## config.mk

```make
export PLATFORM = sky130hd
export DESIGN_NAME = benes_cfg_sequencer
export DESIGN_NICKNAME = d
export VERILOG_FILES = /design/src/rtl/benes_cfg_sequencer.sv
export SDC_FILE = /design/constraint.sdc
export NUM_CORES = 1
export LEC_CHECK = 0
export BUFFER_PORTS_ARGS = -buffer_cell sky130_fd_sc_hd__buf_2
export CORE_UTILIZATION = 34
export CTS_BUF_LIST = sky130_fd_sc_hd__clkbuf_8
export CTS_CLUSTER_SIZE = 8
export DETAILED_ROUTE_END_ITERATION = 16
export GPL_ROUTABILITY_DRIVEN = 0
export HOLD_SLACK_MARGIN = 0.1
export PLACE_DENSITY = 0.64
export SETUP_SLACK_MARGIN = 0.2
export SLEW_MARGIN = 20
export SYNTH_ARGS = -nofsm -noshare
export SYNTH_HDL_FRONTEND = slang
export SYNTH_SLANG_ARGS = --single-unit
```

## constraint.sdc

```tcl
create_clock -name clk -period 4.3 [get_ports clk]
set_input_delay 0.43 -clock clk [delete_from_list [all_inputs] [get_ports clk]]
set_output_delay 0.43 -clock clk [all_outputs]
set_load 0.01 [all_outputs]
```

## src/rtl/benes_cfg_sequencer.sv

```systemverilog
// benes_cfg_sequencer: shadow/active Benes switch configuration with drain-before-swap and valid pipeline
// Optional feature: define BENES_SEQ_PERM_CNT_EN to add the 32-bit perm_cnt output counter.
module benes_cfg_sequencer #(
   parameter int SIZE       = 32,
   parameter int SWITCH_NUM = SIZE / 2,
   parameter int STAGE_NUM  = 9,
   parameter int LATENCY    = STAGE_NUM - 1,
   parameter int STG_W      = $clog2(STAGE_NUM)
) (
   input  logic                  clk,
   input  logic                  rst_n,
   input  logic                  cfg_wr_en,
   input  logic [STG_W-1:0]      cfg_stage,
   input  logic [SWITCH_NUM-1:0] cfg_data,
   input  logic                  cfg_commit,
   output logic                  cfg_busy,
   output logic                  cfg_err,
   input  logic                  in_valid,
   output logic                  in_ready,
   output logic                  out_valid,
`ifdef BENES_SEQ_PERM_CNT_EN
   output logic [31:0]           perm_cnt,
`endif
   output logic [SWITCH_NUM-1:0] switch_set [0:STAGE_NUM-1],
   output logic                  cfg_loaded
);
   typedef enum logic [1:0] {RUN, DRAIN, SWAP} state_t;
   state_t                r_state, w_next;
   logic [SWITCH_NUM-1:0] r_shadow [0:STAGE_NUM-1];
   logic [SWITCH_NUM-1:0] r_active [0:STAGE_NUM-1];
   logic [LATENCY-1:0]    r_vsr;
   logic                  r_loaded, r_err;
   logic                  w_run, w_fire, w_wr_ok;

   assign w_run      = r_state == RUN;
   assign in_ready   = w_run & r_loaded;
   assign cfg_busy   = ~w_run;
   assign w_fire     = in_valid & in_ready;
   assign w_wr_ok    = w_run & cfg_wr_en & (int'(cfg_stage) < STAGE_NUM);
   assign out_valid  = r_vsr[LATENCY-1];
   assign switch_set = r_active;
   assign cfg_loaded = r_loaded;
   assign cfg_err    = r_err;

   // Commit leaves RUN, DRAIN waits for an empty valid pipe, SWAP lasts one cycle
   always_comb begin
      w_next = RUN;
      w_next = (r_state == RUN)   ? (cfg_commit ? DRAIN : RUN) :
               (r_state == DRAIN) ? ((r_vsr == '0) ? SWAP : DRAIN) : RUN;
   end

   // State register
   always_ff @(posedge clk or negedge rst_n) begin
      if (!rst_n) r_state <= RUN;
      else        r_state <= w_next;
   end

   // Valid pipeline tracking accepted vectors through the network
   always_ff @(posedge clk or negedge rst_n) begin
      if (!rst_n) r_vsr <= '0;
      else        r_vsr <= (r_vsr << 1) | LATENCY'(w_fire);
   end

   // Shadow writes, shadow-to-active transfer, loaded and sticky error flags
   always_ff @(posedge clk or negedge rst_n) begin
      if (!rst_n) begin
         for (int i = 0; i < STAGE_NUM; i++) begin
            r_shadow[i] <= '0;
            r_active[i] <= '0;
         end
         r_loaded <= 1'b0;
         r_err    <= 1'b0;
      end else begin
         if (w_wr_ok) r_shadow[cfg_stage] <= cfg_data;
         if (r_state == SWAP) begin
            r_active <= r_shadow;
            r_loaded <= 1'b1;
         end
         r_err <= r_err | (cfg_wr_en & ~w_wr_ok);
      end
   end

`ifdef BENES_SEQ_PERM_CNT_EN
   logic [31:0] r_perm;
   assign perm_cnt = r_perm;

   // Count vectors leaving the network; survives commits, cleared only by reset
   always_ff @(posedge clk or negedge rst_n) begin
      if (!rst_n) r_perm <= '0;
      else        r_perm <= r_perm + 32'(out_valid);
   end
`endif
endmodule

```

== Word level (Yosys, flattened, before mapping) ==
Index checks and enable logic that the tools add are counted.

* Register bits after elaboration: 300
* Bits in latches: 0
* Memory bits (writable): 0
* Bits in read-only memories: 0
* Input bits: 25
* Output and inout port bits: 149
* Logic and storage cells: 47
* Memories: 0

* $add $sub $neg: 0
* Multiply operators: 0
* Divide/modulo/power cells: 0
* $lt $le $gt $ge: 3
* Eq/ne operators: 2
* Shift-type cells: 0
* Multiplexer cells: 7
* Bitwise gates (word level): 10
* Reduce and logical (&&, ||, !) cells: 3

{| class="wikitable"
|+ Operators by type and width
! kind !! number
|-
| $bwmux W144 || 1
|-
| $demux W16 S4 || 1
|-
| $mux W16 || 1
|-
| $logic_not A8 Y1 || 1
|-
| $or A8 B1 Y8 || 1
|-
| $mux W2 || 3
|-
| $and A1 B1 Y1 || 5
|-
| $ge A5 B5 Y1 const B || 1
|-
| $lt A5 B1 Y1 const B || 1
|-
| $not A4 Y5 || 1
|-
| $lt A4 B4 Y1 const B || 1
|-
| $eq A2 B1 Y1 const B || 1
|-
| $eq A2 B2 Y1 const B || 1
|-
| $logic_not A2 Y1 || 1
|-
| $not A1 Y1 || 2
|-
| $logic_and A1 B1 Y1 || 1
|-
| $mux W1 || 1
|-
| $or A1 B1 Y1 || 1
|}

== Longest topological paths before layout ==
Gate-level depths: netlist (run 1).

* Word-level depth: 6
* Gate-level depth with buffers: 5
* Gate-level depth less buffers: 3

== Worst setup path before layout (run 1) ==
No wires, ideal clock.

* Path kind: in2reg
* Start point: in cfg_stage[3]
* End point: reg r_shadow[53] (netlist name)
* Setup time: 0.125 ns
* Arrival time: 1.696 ns
* Required time: 4.175 ns
* Path slack: 2.479 ns
* Cell stages on the path: 5
* Path buffers: 2
* Cell sequence: nor4b_4 -> and4b_1 -> buf_6 -> buf_12 -> mux2_4

* Word-level cells in the longest chain between the ends: 6
* Elaborated cells on any way between the ends: 9
* Classes of those cells: order compare: 3; mux: 3; bitwise: 2; reduce/logical: 1

{| class="wikitable"
|+ RTL lines
! item !! RTL line !! source
|-
| start: declaration || 13 || <nowiki>input logic [STG_W-1:0] cfg_stage,</nowiki>
|-
| $not A4 Y5 (implied by the code) || 74 || <nowiki>if (w_wr_ok) r_shadow[cfg_stage] <= cfg_data;</nowiki>
|-
| $ge A5 B5 Y1 (implied by the code) or $lt A5 B1 Y1 (tied branches) || 74 ||
|-
| $logic_and A1 B1 Y1 (implied by the code) || 74 ||
|-
| $mux W16 (implied by the code) || 74 ||
|-
| $demux W16 S4 || 74 ||
|-
| $bwmux W144 || 74 ||
|-
| end signal: indexed assignment || 74 ||
|-
| end: declaration || 29 || <nowiki>logic [SWITCH_NUM-1:0] r_shadow [0:STAGE_NUM-1];</nowiki>
|}

Several ways; a longest one is shown, not always the timed one.
A chain may end at the register's enable or synchronous reset.

== Worst setup path in the final report (run 1) ==
* Start point: reg r_state[1]
* End point: reg r_shadow[31] (netlist name)

* Word-level cells in the longest chain between the ends: 3

{| class="wikitable"
|+ RTL lines
! item !! RTL line !! source
|-
| start: declaration || 28 || <nowiki>state_t r_state, w_next;</nowiki>
|-
| start signal: assignment || 55 || <nowiki>else r_state <= w_next;</nowiki>
|-
| $logic_not A2 Y1 || 35 || <nowiki>assign w_run = r_state == RUN;</nowiki>
|-
| $and A1 B1 Y1 (2 in a row) || 39 || <nowiki>assign w_wr_ok = w_run & cfg_wr_en & (int'(cfg_stage) < STAGE_NUM);</nowiki>
|}

Every way passes these cells.

==> key figures, run 1 <==
Run
  • Total of max-cap violations: 0

STA
  • Max-Slew Margin vs Limit: 33.44%
  • Fin Hold WS: 150.0 ps
  • Final hold violations: 0
  • Finish-stage setup viols: 0
  • Worst Clk Skew: between 20 and 25 ps
  • Setup tns final: 0 ps
  • Final worst path period need: 2439 ps
  • Fmax: about 410 MHz
  • Final Slew Violations: 0
  • Worst slew pin tran: ~1000 ps
  • RSZ-0062 raised after global routing: false
  • Crit share post-route: between 50% and 60%

Worst setup path
  • CP Capture Type: flip-flop
  • Startpoint Class: flip-flop
  • Slowest stage cell on the critical path: and4_1
  • CP Class: flip-flop to flip-flop
  • CP max stage delay: 930 ps
  • Crit-path cells: nor4b_4 > and4_1 > mux2_2
  • Crit path DAT: 2870 ps
  • Req. time, crit path: between 4000 and 5000 ps
  • Worst path bufs/invs: 0
  • CP max FO: 16
  • CP top delay family: simple AND/OR/NAND/NOR gates

Floorplan
  • Initial Util: a little over a third
  • Die Wd: approximately 180 µm
  • Rows: 66
  • IO Pins: 174
  • Vert. Die Dim: 184.8 µm
  • Core footprint: approximately 33000 µm²
  • Die Footprint: around 34000 µm²

Synth
  • Synth top area share: about two thirds
  • Number of synthesized flops with an enable pin: 0
  • Most frequent cell after synthesis: dfrtp_1
  • Top_reg_cell synth: dfrtp_1
  • Avg Inst Size Synth: 17.56 µm²
  • Asr flop ratio synth: 100.0%
  • Library cells used by synthesis: 27
  • Post-synth top area cell: dfrtp_1
  • Commonest cells in the netlist: 300 x dfrtp_1, 248 x mux2_2, 40 x mux2_4
  • Post-Syn Area: roughly 11000 µm²
  • Synthesized net count: roughly 670
  • Number of synthesized register bits: 300
  • Mapped Cells: ~650
  • Ranking of synthesized cells by area: dfrtp_1 66%, mux2_2 25%, mux2_4 5.3%
  • Seq/Total Area, Yosys: 66.08%
  • Ys Warns: 0

Finish
  • Share of layout cells above drive strength 1: 61.89%
  • Multi-input gate area: 3606 µm²
  • Area Overhead vs Synth: 20.39%
  • Sequential Area: around 7500 µm²
  • N_diodes: 0
  • Final net count: between 800 and 900
  • Fillcell total: between 3000 and 4000

Global route
  • Initial antenna violation count: 0
  • All-layer global routing usage: 14.79%
  • Largest net degree at the start of global routing: around 120
  • First-pass GRT wire length: approximately 38000 µm
  • Total gr overflow: 0
  • Vias in the first global route: around 6400

Place
  • Post-detail-place hpwl: around 15000 µm
  • IO Port Bufs: ~170

CTS
  • CTS H-tree lvls: 2
  • Post-CTS Setup Inserts: 0
  • # clock sinks: 300
  • Post-CTS sizing: 0
  • CTS tree: yes
  • Inserted Clock Buffers: 52
  • Root buffer cell: clkbuf_8
  • Clk buf depth: 3
  • Clock transition at path regs: 60 ps
  • Worst-skew pair later-pin latency: ~560 ps

Route
  • Drt first pass iters: 4
  • Routed via count: 6112
  • Post-route ant nets: 0
  • Avg WL per Cell: between 15 and 20 µm
  • Initial DRC Count: ~170
  • DRC Markers: 0
  • Vias per cell: 4.599
  • Routed WL: around 25000 µm

Hold path
  • Worst min-delay path category: primary input to flip-flop

Pwr
  • PD cells: 681.6 nW/µm²
  • Maximum vdd drop: between 0.3 and 0.4 mV
  • Lkg Pwr: a little over 0.007 µW

Run status
  • Status: finished clean
-- cells by family after synthesis --
kind of cell           after synthesis  share of synthesized area, %
AOI/OAI and AO/OA                    3                        0.1651
and+or+nand+nor                     25                         1.674
muxes                              288                         29.87
buffers and inverters               31                         2.214
DFF                                300                         66.08
-- stage by stage --
stage	util (%)	instance area (µm²)	total power (µW)	std cells	setup slack, ps
floorplan	-	11360	5925	647	2479
global placement	38.62	12630	6786	1238	1766
detailed placement	38.62	12630	6884	1238	1713
CTS	41.82	13680	9487	1329	1833
global route	41.82	13680	9916	1329	1716
finish	41.82	13680	9322	1329	1861
-- path summary, 6_finish.rpt --
path / start / end / slack, ps / depth (start not counted)
max in group asynchronous: rst_n / r_shadow[43]$_DFFE_PN0P_ / 2680 / 3
max reg2reg: r_state[1]$_DFF_PN0_ / r_shadow[31]$_DFFE_PN0P_ / 1860 / 3
min: cfg_wr_en / cfg_err$_DFF_PN0_ / 150 / 3
min in group asynchronous: rst_n / switch_set[107]$_DFFE_PN0N_ / 530 / 2
min reg2reg: r_vsr[4]$_DFF_PN0_ / r_vsr[5]$_DFF_PN0_ / 370 / 0
max: r_state[1]$_DFF_PN0_ / r_shadow[31]$_DFFE_PN0P_ / 1860 / 3
-- tightest hold or removal path, stage by stage --
cell and delay [ps]:
buf_2 110, a21oi_1 60, o21ai_0 60
-- registers in the layout, summed over array words and instances (netlist names) --
register / flops
switch_set: 144
cfg_err: 1
r_shadow: 144
r_vsr: 8
cfg_loaded: 1
r_state: 2
-- layout make-up --
type / instances / share of cell area [%]
sequential: 300 / 54.89
multi-input combinational: 316 / 26.37
timing repair buffer: 181 / 7.154
clock buffer: 66 / 6.642
tap: 442 / 4.044
clock inverter: 23 / 0.8782
inverter: 1 / 0.02744
-- placed cells by master (no fill, tap or decap), drive strengths merged, types with 2 or more instances in the layout --
cell type	netlist	final
and4b	4	4
buf	29	179
clkbuf	1	66
clkinv	0	6
dfrtp	300	300
dlygate4sd3	0	2
inv	1	17
mux2	288	288
nand2	6	6
nor2	3	3
nor3b	2	2
nor4	2	2
-- per-layer routing --
layer,vias to the layer above,GRT usage [%],wire [µm]
li1,2721,-,-
met1,3185,20.16,11540
met2,160,23.20,11410
met3,46,3.736,1332
met4,0,4.331,510
met5,-,0,0
-- where the power goes --
group / internal (µW) / switching (µW)
sequential: 3930 / 553
combinational: 1350 / 958
clock: 1420 / 1110
total: 6710 / 2620
-- timing repair --
item | CTS | global route
setup endpoints to repair | 0 | 0
endpoints found under the hold margin | 115 | 0
hold buffers | 2 | 0
No activity file was read; power rests on OpenSTA's default activity.
==> run 2, diff against run 1 <==
- ABC_AREA: not set -> 1
- clock period: 4.3 -> 2.4 ns (I/O delays scaled with it)
==> run 2 against run 1 <==
Clock skew fell by 5.5 ps. Highest routed layer unchanged. Sequential power is 65% higher. Setup slack worse by 1300 ps. Register-to-register slack worse by 1300 ps. Global-route usage increased by 2.6 points. Synthesized area up 4.0%. Critical endpoint is now r_shadow[120]$_DFFE_PN0P_. Largest cell class unchanged. Non-clock buffer count increased by 31. Wire length grew 23%. First-iteration DRC count increased to 3.1 times the previous value. Via count increased by 35%. Clock power is 78% higher. Critical path depth grew 4.
==> key figures, run 2 <==
Run status
  • Status: finished clean (unchanged)

Place
  • Placed cell count: 1582 (was 1238)
  • IO Port Bufs: 173 (unchanged)
  • Dpl cell area: 13100 µm² (was 12630 µm²)
  • Post-detail-place hpwl: 19540 µm (was 15330 µm)

Global route
  • Largest net degree at the start of global routing: 71 (was 117)
  • Total gr overflow: 0 (unchanged)
  • All-layer global routing usage: 17.38% (was 14.79%)
  • First-pass GRT wire length: 47490 µm (was 38000 µm)
  • Initial antenna violation count: 1 (was 0)
  • Vias in the first global route: 8199 (was 6391)

Synth
  • Synthesized net count: 1034 (was 672)
  • Number of synthesized flops with an enable pin: 0 (unchanged)
  • Avg Inst Size Synth: 11.71 µm² (was 17.56 µm²)
  • Synth top area share: 63.52% (was 66.08%)
  • Mapped Cells: 1009 (was 647)
  • Top_reg_cell synth: dfrtp_1 (unchanged)
  • Post-synth top area cell: dfrtp_1 (unchanged)
  • Library cells used by synthesis: 22 (was 27)
  • Ys Warns: 0 (unchanged)
  • Number of synthesized register bits: 300 (unchanged)
  • Seq/Total Area, Yosys: 63.52% (was 66.08%)
  • Asr flop ratio synth: 100.0% (unchanged)
  • Ranking of synthesized cells by area: dfrtp_1 64%, mux2_2 14%, nand2_1 10% (was dfrtp_1 66%, mux2_2 25%, mux2_4 5.3%)
  • Commonest cells in the netlist: 318 x nand2_1, 300 x dfrtp_1, 144 x mux2_2 (was 300 x dfrtp_1, 248 x mux2_2, 40 x mux2_4)
  • Post-Syn Area: 11820 µm² (was 11360 µm²)
  • Most frequent cell after synthesis: nand2_1 (was dfrtp_1)

Finish
  • Commonest non-fill, non-tap cell in the layout: nand2_1 (was dfrtp_1)
  • Finished Layout Cells: 1683 (was 1329)
  • Final Cell Area: 14240 µm² (was 13680 µm²)
  • Finished Core Util: 42.03% (was 41.82%)
  • Share of layout cells above drive strength 1: 35.82% (was 61.89%)
  • Area Overhead vs Synth: 20.45% (was 20.39%)
  • Most frequent cells in the layout: 318 x nand2_1, 300 x dfrtp_1, 172 x buf_2 (was 300 x dfrtp_1, 248 x mux2_2, 172 x buf_2)
  • Final net count: 1222 (was 877)

STA
  • Crit share post-route: 76.36% (was 56.73%)
  • Final Slew Violations: 0 (unchanged)
  • Max-Slew Margin vs Limit: 68.90% (was 33.44%)
  • Final worst path period need: 1833 ps (was 2439 ps)
  • RSZ-0062 raised after global routing: false (unchanged)
  • Worst Clk Skew: 16.76 ps (was 22.25 ps)
  • Finish-stage setup viols: 0 (unchanged)
  • Fin Hold WS: 154.7 ps (was 150.0 ps)
  • Setup tns final: 0 ps (unchanged)
  • Fmax: 545.7 MHz (was 409.9 MHz)
  • Worst slew pin tran: 466.1 ps (was 998.3 ps)
  • Final hold violations: 0 (unchanged)

Pwr
  • Clock group share of total power: 29.7% (was 27.1%)
  • PD cells: 1069 nW/µm² (was 681.6 nW/µm²)
  • Lkg Pwr: 0.007838 µW (was 0.007059 µW)
  • NetSw: 4691 µW (was 2617 µW)
  • Maximum vdd drop: 0.5572 mV (was 0.3170 mV)
  • Combinational share of power: 21.7% (was 24.7%)
  • Flop pwr share: 48.6% (was 48.1%)
  • Int Pwr: 10520 µW (was 6705 µW)
  • Sw Ratio: 30.83% (was 28.07%)

Route
  • Post-route ant nets: 0 (unchanged)
  • Initial DRC Count: 541 (was 174)
  • Drt first pass iters: 5 (was 4)
  • DRC Markers: 0 (unchanged)
  • Avg WL per Cell: 18.17 µm (was 18.65 µm)
  • Routed WL: 30580 µm (was 24790 µm)
  • Vias per cell: 4.890 (was 4.599)
  • Routed via count: 8230 (was 6112)

Worst setup path
  • Req. time, crit path: 2830 ps (was 4730 ps)
  • CP Capture Type: flip-flop (unchanged)
  • CP Class: flip-flop to flip-flop (unchanged)
  • Flop2flop setup slack: 570 ps (was 1860 ps)
  • Startpoint Class: flip-flop (unchanged)
  • CP max FO: 61 (was 16)
  • Crit path DAT: 2260 ps (was 2870 ps)

CTS
  • Worst-skew pair later-pin latency: 550 ps (was 560 ps)
  • Post-CTS sizing: 0 (unchanged)
  • Clock transition at path regs: 60 ps (about the same)
  • CTS H-tree lvls: 2 (unchanged)
  • Inserted Clock Buffers: 50 (was 52)
  • Root buffer cell: clkbuf_8 (unchanged)
  • Post-CTS Setup Inserts: 0 (unchanged)
  • CTS tree: yes (unchanged)
  • Clk buf depth: 3 (unchanged)
  • # clock sinks: 300 (unchanged)

Floorplan
  • Die Wd: 188.4 µm (was 184.8 µm)
  • Rows: 67 (was 66)
  • IO Pins: 174 (unchanged)
  • Vert. Die Dim: 188.4 µm (was 184.8 µm)
  • Core footprint: 33870 µm² (was 32700 µm²)
  • Die Footprint: 35510 µm² (was 34150 µm²)
  • Initial Util: 34.90% (was 34.74%)

Hold path
  • Worst min-delay path category: primary input to flip-flop (unchanged)

Run
  • Total of max-cap violations: 0 (unchanged)
[run 2: cell type report]
cell class / count / area [µm²]
fillers: 3242 / 19630
flip-flops and latches: 300 / 7507
multi-input cells: 624 / 3822
repair buffers: 212 / 1284
clock buffers: 66 / 908.4
well taps: 448 / 560.5
clock inverters: 23 / 117.6
inverters: 9 / 33.78
diodes: 1 / 2.502
[run 2: worst paths after layout]
check,startpoint,endpoint,depth (start not counted)
setup / recovery,r_state[1]$_DFF_PN0_,r_shadow[120]$_DFFE_PN0P_,7
hold / removal,cfg_data[5],r_shadow[69]$_DFFE_PN0P_,3
setup reg to reg,r_state[1]$_DFF_PN0_,r_shadow[120]$_DFFE_PN0P_,7
hold reg to reg,r_vsr[4]$_DFF_PN0_,r_vsr[5]$_DFF_PN0_,0
max in group asynchronous,rst_n,r_shadow[15]$_DFFE_PN0P_,3
min in group asynchronous,rst_n,switch_set[57]$_DFFE_PN0N_,2
[run 2: through the flow]
step | setup slack, ps | power (µW)
detailed placement | 583.9 | 10800
global route | 463.7 | 16120
floorplan | 965.8 | 9455
finish | 567.3 | 15220
global placement | 664.8 | 10670
CTS | 578.5 | 15400
[run 2: per-layer routing]
| metal | global-route usage [%] | vias up | routed length (µm) |
|---|---|---|---|
| met5 | 0 | - | 0 |
| met4 | 6.793 | 0 | 900 |
| met3 | 3.613 | 62 | 2088 |
| met2 | 26.65 | 332 | 14090 |
| met1 | 24.08 | 4057 | 13510 |
| li1 | - | 3779 | - |
[run 2: repair_timing]
item | 4_1_cts | 5_1_grt
hold endpoints to repair | 312 | 1
setup endpoints to repair | 0 | 0
hold buffers | 10 | 1
[run 2: power by group through the flow]
stage          combinational [µW]  clock [µW]  sequential [µW]
6_report                     3310        4510             7390
2_1_floorplan                2080           0             7380
3_5_place_dp                 3330           0             7470
5_1_grt                      3690        4880             7550
3_3_place_gp                 3240           0             7440
4_1_cts                      3350        4650             7400
[run 2: cells by family (layout without fill, tap and decap cells)]
logic type    Yosys count  in the layout  share of synthesized area (%)
flops                 300            300                          63.52
other cells             0              1                              0
simple gates          480            480                          18.46
mux                   144            144                          13.72
buf+inv                85            310                          4.298
[run 2: critical path, stage by stage, from the launching register on]
cell and delay (ps):
dfrtp_1 480, inv_2 90, nand2_2 80, nor2_4 150, buf_12 270, nand3_2 360
nand2_1 170, nand2_1 80
==> run 3, diff against run 2 <==
- PLACE_DENSITY: 0.64 -> 0.66
- clock period: 2.4 -> 1.6 ns (I/O delays scaled with it)
==> run 3 against run 2 <==
Via count rose by 4.6%. Fmax up 22%. Non-clock buffer count up 52. First-iteration DRC count rose by 19%. Clock-buffer cell count grew 1. Global-route usage rose by 1.1 points. Register-to-register slack got worse by 470 ps. Core utilization increased by 3.5 points. Combinational power is 99% higher. Clock skew up 1.2 ps. Hold slack got worse by 4.4 ps. Sequential share of layout area down 4.0 points. Critical endpoint is now switch_set[127]$_DFFE_PN0N_. Largest power group unchanged. Highest routed layer unchanged.
==> key figures, run 3 (synthesis gave the netlist of run 2 again) <==
Run status
  • Status: finished clean (unchanged)

STA
  • Final Slew Violations: 0 (unchanged)
  • Setup tns final: 0 ps (unchanged)
  • Final worst path period need: 1502 ps (was 1833 ps)
  • Worst slew pin tran: 484.0 ps (was 466.1 ps)
  • Crit share post-route: 93.88% (was 76.36%)
  • Fin Hold WS: 150.3 ps (was 154.7 ps)
  • Fmax: 665.8 MHz (was 545.7 MHz)
  • Finish-stage setup viols: 0 (unchanged)
  • Final hold violations: 0 (unchanged)
  • Worst Clk Skew: 17.95 ps (was 16.76 ps)
  • RSZ-0062 raised after global routing: true (was false)
  • Max-Slew Margin vs Limit: 67.61% (was 68.90%)

Pwr
  • PD cells: 1584 nW/µm² (was 1069 nW/µm²)
  • Maximum vdd drop: 0.6542 mV (was 0.5572 mV)
  • Lkg Pwr: 0.008333 µW (was 0.007838 µW)
  • Final Total Pwr: 24410 µW (was 15220 µW)

Global route
  • All-layer global routing usage: 18.48% (was 17.38%)
  • Total gr overflow: 0 (unchanged)
  • First-pass GRT wire length: 50260 µm (was 47490 µm)
  • Initial antenna violation count: 0 (was 1)
  • Largest net degree at the start of global routing: 58 (was 71)
  • Vias in the first global route: 8471 (was 8199)

CTS
  • Clk buf depth: 3 (unchanged)
  • # clock sinks: 300 (unchanged)
  • Inserted Clock Buffers: 50 (unchanged)
  • Worst-skew pair later-pin latency: 560 ps (was 550 ps)
  • CTS tree: yes (unchanged)
  • Clock transition at path regs: 60 ps (about the same)
  • Root buffer cell: clkbuf_8 (unchanged)
  • CTS H-tree lvls: 2 (unchanged)

Hold path
  • Hold path depth: 6 (was 3)
  • Hold endpoint: r_shadow[0]$_DFFE_PN0P_ (was r_shadow[69]$_DFFE_PN0P_)
  • Worst hold start: cfg_stage[3] (was cfg_data[5])
  • Worst min-delay path category: primary input to flip-flop (unchanged)

Route
  • Post-route ant nets: 0 (unchanged)
  • Vias per cell: 4.933 (was 4.890)
  • DRC Markers: 0 (unchanged)
  • Drt first pass iters: 5 (unchanged)
  • Routed via count: 8608 (was 8230)
  • Routed WL: 34290 µm (was 30580 µm)
  • Initial DRC Count: 642 (was 541)
  • Avg WL per Cell: 19.65 µm (was 18.17 µm)

Worst setup path
  • Req. time, crit path: 2030 ps (was 2830 ps)
  • CP max FO: 15 (was 61)
  • CP Capture Type: flip-flop (unchanged)
  • Crit-path cells: inv_2 > buf_4 > buf_12 > nand2_8 > buf_16 > mux2_2 (was inv_2 > nand2_2 > nor2_4 > buf_12 > nand3_2 > nand2_1 > nand2_1)
  • CP Class: flip-flop to flip-flop (unchanged)
  • Slowest stage cell on the critical path: dfrtp_1 (unchanged)
  • CP max stage delay: 380 ps (was 480 ps)
  • Startpoint Class: flip-flop (unchanged)
  • Flop2flop setup slack: 100 ps (was 570 ps)
  • Origin of the critical flop-to-flop path: r_state[0]$_DFF_PN0_ (was r_state[1]$_DFF_PN0_)
  • Crit path DAT: 1930 ps (was 2260 ps)
  • Worst reg2reg endpoint: switch_set[127]$_DFFE_PN0N_ (was r_shadow[120]$_DFFE_PN0P_)
  • Worst r2r path cells: 6 (was 7)

Finish
  • Final net count: 1283 (was 1222)
  • Fillcell total: 3144 (was 3242)
  • Commonest non-fill, non-tap cell in the layout: dfrtp_1 (was nand2_1)
  • N_diodes: 0 (was 1)
  • Share of layout cells above drive strength 1: 40.17% (was 35.82%)
  • Area Overhead vs Synth: 30.41% (was 20.45%)
  • Most frequent cells in the layout: 300 x dfrtp_1, 299 x nand2_1, 171 x buf_2 (was 318 x nand2_1, 300 x dfrtp_1, 172 x buf_2)
  • Finished Core Util: 45.51% (was 42.03%)

Floorplan
  • Initial Util: 34.90% (unchanged)
  • Core footprint: 33870 µm² (unchanged)
  • IO Pins: 174 (unchanged)
  • Rows: 67 (unchanged)
  • Vert. Die Dim: 188.4 µm (unchanged)
  • Die Footprint: 35510 µm² (unchanged)
  • Die Wd: 188.4 µm (unchanged)

Place
  • Post-detail-place hpwl: 20140 µm (was 19540 µm)
  • IO Port Bufs: 173 (unchanged)

Run
  • Total of max-cap violations: 0 (unchanged)
run 3: cell count changes in the layout (fill, tap and decap cells not counted), sizes merged, moves of 2 or more:
cell / before / now
nand3: 38 / 44
buf: 201 / 234
clkbuf: 66 / 74
inv: 27 / 29
dlygate4sd3: 11 / 22
nand2: 324 / 326
run 3: critical path: cells and delay by family, from the launching register on:
kind / cells / cell delay, ps
flip-flops: 1 / 380
multiplexers: 1 / 330
buffers and inverters: 4 / 520
AND/OR/NAND/NOR: 1 / 140
run 3: how the worst max path moves through the flow:
stage | from | to | slack, ps
global route | r_state[0]$_DFF_PN0_ | r_shadow[38]$_DFFE_PN0P_ | 30
detailed placement | r_state[1]$_DFF_PN0_ | r_shadow[31]$_DFFE_PN0P_ | 80
global placement | r_state[1]$_DFF_PN0_ | r_shadow[51]$_DFFE_PN0P_ | 120
finish | r_state[0]$_DFF_PN0_ | switch_set[127]$_DFFE_PN0N_ | 100
floorplan | r_state[1]$_DFF_PN0_ | r_shadow[69]$_DFFE_PN0P_ | 190
CTS | r_state[0]$_DFF_PN0_ | in_ready | 80
run 3: where the power goes:
part	internal, µW	leakage, µW	switching, µW
logic	3220	0.00372	3380
registers	9760	0.00401	1350
clock network	3710	0.000604	2990
run 3: routing by layer:
metal  GRT usage [%]  routed length, µm  part of all wire (%)  up-vias
li1                -                  -                     -     3929
met1           25.37              15340                    45     4302
met2           29.00              15890                    46      309
met3           3.930               2051                   6.0       68
met4           6.172               1011                   2.9        0
met5               0                  0                     0        -
run 3: metrics by stage:
stage | cells | cell area, µm² | setup slack [ps]
3_5_place_dp | 1603 | 13280 | 75.04
6_report | 1745 | 15410 | 97.98
4_1_cts | 1723 | 14780 | 82.68
2_1_floorplan | 1009 | 11850 | 185.9
5_1_grt | 1745 | 15410 | 29.68
3_3_place_gp | 1603 | 13280 | 121.8
run 3: final cells by class:
class	instances	area [µm²]	share of cell area, %
clock buffers	67	922.1	5.983
clock inverters	24	95.09	0.6169
inverters	9	33.78	0.2192
multi-input cells	633	4222	27.39
flip-flops and latches	300	7507	48.71
well taps	448	560.5	3.637
repair buffers	264	2073	13.45
run 3: repair_timing:
action / CTS / global route
gates resized for setup: 26 / 77
hold buffers: 22 / 0
setup buffers: 2 / 7
endpoints found under the hold margin: 446 / 0
cloned: 5 / 15
pin swaps: 0 / 12
setup endpoints to repair: 266 / 310
